<file path="config.mk">
export PLATFORM = sky130hd
export DESIGN_NAME = tx_packet_sequencer
export DESIGN_NICKNAME = d
export VERILOG_FILES = /design/src/rtl/tx_packet_sequencer.sv
export SDC_FILE = /design/constraint.sdc
export NUM_CORES = 1
export LEC_CHECK = 0
export BUFFER_PORTS_ARGS = -buffer_cell sky130_fd_sc_hd__buf_2
export CAP_MARGIN = 0
export CORE_ASPECT_RATIO = 0.6
export CORE_UTILIZATION = 30
export CTS_CLUSTER_DIAMETER = 150
export CTS_CLUSTER_SIZE = 40
export DETAILED_ROUTE_END_ITERATION = 16
export SYNTH_ARGS = -nofsm -noshare
export SYNTH_HDL_FRONTEND = slang
export SYNTH_SLANG_ARGS = --single-unit
export TNS_END_PERCENT = 1
</file>
<file path="constraint.sdc">
create_clock -name clk -period 2.6 [get_ports clk]
set_clock_uncertainty 0.15 [all_clocks]
set_input_delay 0.39 -clock clk [delete_from_list [all_inputs] [get_ports clk]]
set_output_delay 0.39 -clock clk [all_outputs]
set_load 0.005 [all_outputs]
</file>
<file path="src/rtl/tx_packet_sequencer.sv">
// tx_packet_sequencer: sequences one USB TX packet at a time between the command interface, data buffer and TX encoder
module tx_packet_sequencer #(
  parameter int BUF_DEPTH     = 64,
  parameter int START_TIMEOUT = 16,
  parameter int FILL_TIMEOUT  = 1024
) (
  input  logic       clk,
  input  logic       rst,
  input  logic       req_valid,
  output logic       req_ready,
  input  logic [1:0] req_type,
  input  logic [6:0] req_len,
  input  logic       toggle_clear,
  input  logic [6:0] buffer_occupancy,
  input  logic       tx_transfer_active,
  input  logic       tx_error,
  output logic [2:0] tx_packet,
  output logic       clear,
  output logic       done,
  output logic [1:0] status,
  output logic       data_toggle
);
  localparam int TW = $clog2(FILL_TIMEOUT + 1);
  typedef enum logic [2:0] {S_IDLE, S_FILL, S_ISSUE, S_WAIT, S_ACTIVE, S_FINISH, S_FAIL} state_t;
  state_t          r_state, w_next;
  logic [1:0]      r_type, r_status, w_code;
  logic [6:0]      r_len, w_len;
  logic [TW-1:0]   r_timer;
  logic            r_toggle;
  assign w_len       = (req_len > 7'(BUF_DEPTH)) ? 7'(BUF_DEPTH) : req_len;
  assign req_ready   = (r_state == S_IDLE);
  assign tx_packet   = (r_state != S_ISSUE) ? 3'd0 : (r_type == 2'd0) ? 3'd1 + {2'b0, r_toggle} : {1'b0, r_type} + 3'd2;
  assign done        = (r_state == S_FINISH) || (r_state == S_FAIL);
  assign clear       = (r_state == S_FAIL);
  assign status      = r_status;
  assign data_toggle = r_toggle;
  // next-state and failure code selection; error outranks a falling active
  always_comb begin
    w_next = r_state;
    w_code = 2'b00;
    case (r_state)
      S_IDLE:   if (req_valid) w_next = (req_type == 2'd0) ? S_FILL : S_ISSUE;
      S_FILL:   if (buffer_occupancy >= r_len) w_next = S_ISSUE;
                else if (r_timer == TW'(FILL_TIMEOUT - 1)) begin w_next = S_FAIL; w_code = 2'b11; end
      S_ISSUE:  w_next = S_WAIT;
      S_WAIT:   if (tx_error) begin w_next = S_FAIL; w_code = 2'b01; end
                else if (tx_transfer_active) w_next = S_ACTIVE;
                else if (r_timer == TW'(START_TIMEOUT - 1)) begin w_next = S_FAIL; w_code = 2'b10; end
      S_ACTIVE: if (tx_error) begin w_next = S_FAIL; w_code = 2'b01; end
                else if (!tx_transfer_active) w_next = S_FINISH;
      default:  w_next = S_IDLE;
    endcase
  end
  // state, per-state timer, latched request, status and data toggle
  always_ff @(posedge clk or posedge rst) begin
    if (rst) begin
      r_state  <= S_IDLE;
      r_timer  <= '0;
      r_type   <= 2'd0;
      r_len    <= 7'd0;
      r_status <= 2'b00;
      r_toggle <= 1'b0;
    end else begin
      r_state <= w_next;
      r_timer <= (w_next != r_state || r_state == S_IDLE) ? '0 : r_timer + 1'b1;
      if (r_state == S_IDLE && req_valid) begin
        r_type <= req_type;
        r_len  <= w_len;
      end
      if (w_next == S_FAIL) r_status <= w_code;
      else if (w_next == S_FINISH) r_status <= 2'b00;
      if (toggle_clear) r_toggle <= 1'b0;
      else if (r_state == S_FINISH && r_type == 2'd0) r_toggle <= ~r_toggle;
    end
  end
endmodule

</file>
==> metrics.md <==
| Metric | Value |
|---|---|
| N_diodes | 0 |
| RSZ-0062 raised after global routing | false |
| Nature of the critical path endpoint | flop |
| Clock-pin transition on the worst setup and hold timing paths | 0.09 ns |
| Area Growth Syn to Fin | 19.1% |
| Synth top area share | 40.5% |
| Post-synthesis mux area share | 2.72% |
| Num Clock Sinks | 26 |
| Post-Synth Adder-Cell Area | 6.23% |
| Net count, final | 243 |
| Initial antenna violation count | 0 |
| Top FF cell, synth | dfrtp_1 |
| Post-Syn Nets | 209 |
| Port Buf Inserts | 30 |
| DR pass1 iterations | 4 |
| CTS hold repair buffers | 0 |
| Synth warn | 0 |
| HPWL Detailed | 2770 um |
| Final instance area | 1920 um^2 |
| Number of flops mapped to enable cells by yosys | 0 |
| Setup violators final | 0 |
| Leakage | 0.000909 uW |
| CTS buffer count | 3 |
| Critical Path Fanout Max | 8 |
| CP endpoint | r_timer[2] |
| Number of max-cap violations | 0 |
| Clk Latency, worst-skew pair | 0.27 ns |
| Critical path startpoint | r_timer[0] |
| Dpl cell area | 1840 um^2 |
| Failing checks | negative hold slack |
| Crit-path cells | ha_1 -> and3_4 -> a41o_2 -> o22ai_2 -> o31ai_2 -> nor2_1 |
| Worst reg2reg endpoint | r_timer[2] |
| #FFs+latches synth | 26 |
| Die area | 5670 um^2 |
| Normalized max-slew margin | 70.9% |
| Slew of the pin with the lowest slew margin | 0.433 ns |
| Hold WS | -0.00157 ns |
| Top post-synthesis cells by area | dfrtp_1 (40%), ha_1 (6.2%), nor2_1 (5.4%) |
| Seq/Total Area, Yosys | 40.5% |
| Residual DRC | 0 |
| Clock Path Buffers | 2 |
| Fillers | 537 |
| Synth area leader | dfrtp_1 |
| Post-synth cell types | 38 |
| ANT nets after route | 0 |
| Initial Util | 31.5% |
| Root buffer cell | clkbuf_8 |
| Final min period | 2.12 ns |
| Kind of critical path | reg2reg |
| CTS tree | built |
| Util after Layout | 37.5% |
| Routed wire length | 3550 um |
| Sequential standard cell area | 651 um^2 |
| First-pass GRT wire length | 6010 um |
| Worst EP required | 2.66 ns |
| H-Tree Depth | 1 |
| Fin. Hold Viols | 2 |
| Vias | 1335 |
| Core Region | 5100 um^2 |
| Number of stages on the worst setup path | 6 |
| Vias in the first global route | 1240 |
| Crit path max-delay cell type | dfrtp_1 |
| Post-route clock period utilization | 81.5% |
| Cell Rows | 20 |
| R2r setup slk | 0.48 ns |
| Worst hold path class | in2async |
| Crit path max-delay family | compound AO/OA/AOI/OAI gates |
| Power Density | 913 nW/um^2 |
| CP max stage delay | 0.41 ns |
| Worst reg2reg startpoint | r_timer[0] |
| Buffers & Inverters on Critical Path | 0 |
| Compound-Gate Fraction of Synth Area | 12.8% |
| Routed vias/inst | 4.80 |
| Largest family of logic cells by synthesized area | simple AND/OR/NAND/NOR gates |
| GP Congestion | 0.769 |
| Fraction of registers with async set/reset | 100% |
| Cell count after synthesis | 179 |
| Critical Path Start Type | flop |
| Tot GR Track Use | 14.1% |
| Post-synthesis xor/xnor area fraction | 5.45% |
| Remaining global-route overflow | 0 |
| F_max | 472 MHz |
| Layout cell share with drive strength beyond 1 | 23.6% |
| Total setup buffers inserted after CTS | 0 |
| Die W | 96.5 um |
| Largest net degree at the start of global routing | 27 |
| Status | complete, but fails checks |
| Post-synthesis cell area | 1610 um^2 |
| Simple-Gate Fraction of Synth Area | 29.1% |
| VDD IR max | 0.341 mV |
| IO Count | 31 |
| Footprint of the multi-input gates | 905 um^2 |
| Max-slew violations | 0 |
| Per-cell routed wire length | 12.8 um |
| PostCTS Resize Cnt | 0 |
| Avg Cell Area, Syn | 8.98 um^2 |
| Setup TNS | 0 ns |
| Die Span Y | 58.7 um |
| R2R cell count | 6 |
| Worst path arrival time | 2.18 ns |
| Initial DRC Count | 49 |
==> cells by family after synthesis <==
family / count (synthesis)
buffers and inverters: 13
flip-flops: 26
adder cells (fa/ha/maj): 8
AO/OA/AOI/OAI: 29
multiplexers: 4
AND/OR/NAND/NOR: 89
XOR/XNOR: 10
==> state kept, by name (all words and copies together), names as in the netlist <==
| register | count |
|---|---|
| r_timer | 11 |
| data_toggle | 1 |
| r_type | 2 |
| r_len | 7 |
| status | 2 |
| r_state | 3 |
==> layer usage <==
metal	global-route usage, %	up-vias	wire length, um
met4	3.15	0	0
met2	17.7	39	1260
li1	-	682	-
met5	0	-	0
met1	23.3	614	2000
met3	3.62	0	288
==> placed cells by master (no fill, tap or decap), types with 3 or more instances in the layout <==
cell type / instances
buf_2: 30
dfrtp_1: 26
nor2_1: 23
nand2_1: 21
o21ai_0: 13
nand3_1: 11
inv_1: 9
nand2b_1: 8
ha_1: 8
nor3_1: 6
a21oi_1: 5
xor2_1: 5
xnor2_1: 5
nor2b_1: 3
nor3b_1: 3
a21o_1: 3
mux2_2: 3
clkbuf_8: 3
buf_4: 3
==> where the power goes <==
group | total, uW | switching, uW | leakage [uW] | internal [uW]
combinational | 782 | 434 | 0.000530 | 348
clock | 336 | 130 | 0.0000357 | 206
sequential | 632 | 123 | 0.000343 | 509
total | 1750 | 687 | 0.000909 | 1060
==> stage by stage <==
step	cells	total power (uW)	hold WS (ns)	setup slack (ns)
floorplan	179	1190	0.280	0.594
global placement	274	1410	0.314	0.412
detailed placement	274	1420	0.315	0.398
CTS	278	1760	0.0102	0.478
global route	278	1900	0.0418	0.316
finish	278	1750	-0.00157	0.482
==> cell type report <==
| cell class | instances | area share (%) |
|---|---|---|
| clock buffers | 3 | 2.16 |
| well taps | 66 | 4.31 |
| clock inverters | 1 | 1.57 |
| inverters | 9 | 1.76 |
| flip-flops and latches | 26 | 34.0 |
| repair buffers | 33 | 9.01 |
| multi-input cells | 140 | 47.2 |
==> worst min-delay path by stage <==
| stage | cells after the start | slack (ns) | end | from |
|---|---|---|---|---|
| final | 3 | -0.002 | status[0] | rst |
| after global routing | 3 | 0.04 | status[0] | rst |
| after CTS | 3 | 0.01 | r_len[2] | rst |
| after floorplan | 1 | 0.28 | data_toggle | rst |
| after detailed placement | 3 | 0.32 | status[0] | rst |
| after global placement | 3 | 0.31 | status[1] | rst |
==> cells in the mapped netlist, types with 2 or more instances <==
cell type	n
nand2b_1	8
a21o_1	3
mux2_2	3
xnor2_1	5
and2_1	2
buf_2	3
ha_1	8
nand3_1	11
nor4_1	2
nor2b_1	3
inv_1	9
o21ai_0	13
and3_1	2
nor3b_1	3
nor2_1	23
xor2_1	5
nand2_1	21
a21oi_1	5
dfrtp_1	26
nor3_1	6
==> worst min-delay path, stage by stage <==
cell and delay (ns):
buf_2 0.09, inv_1 0.04, buf_4 0.30
(Power assumes the default switching activity.)
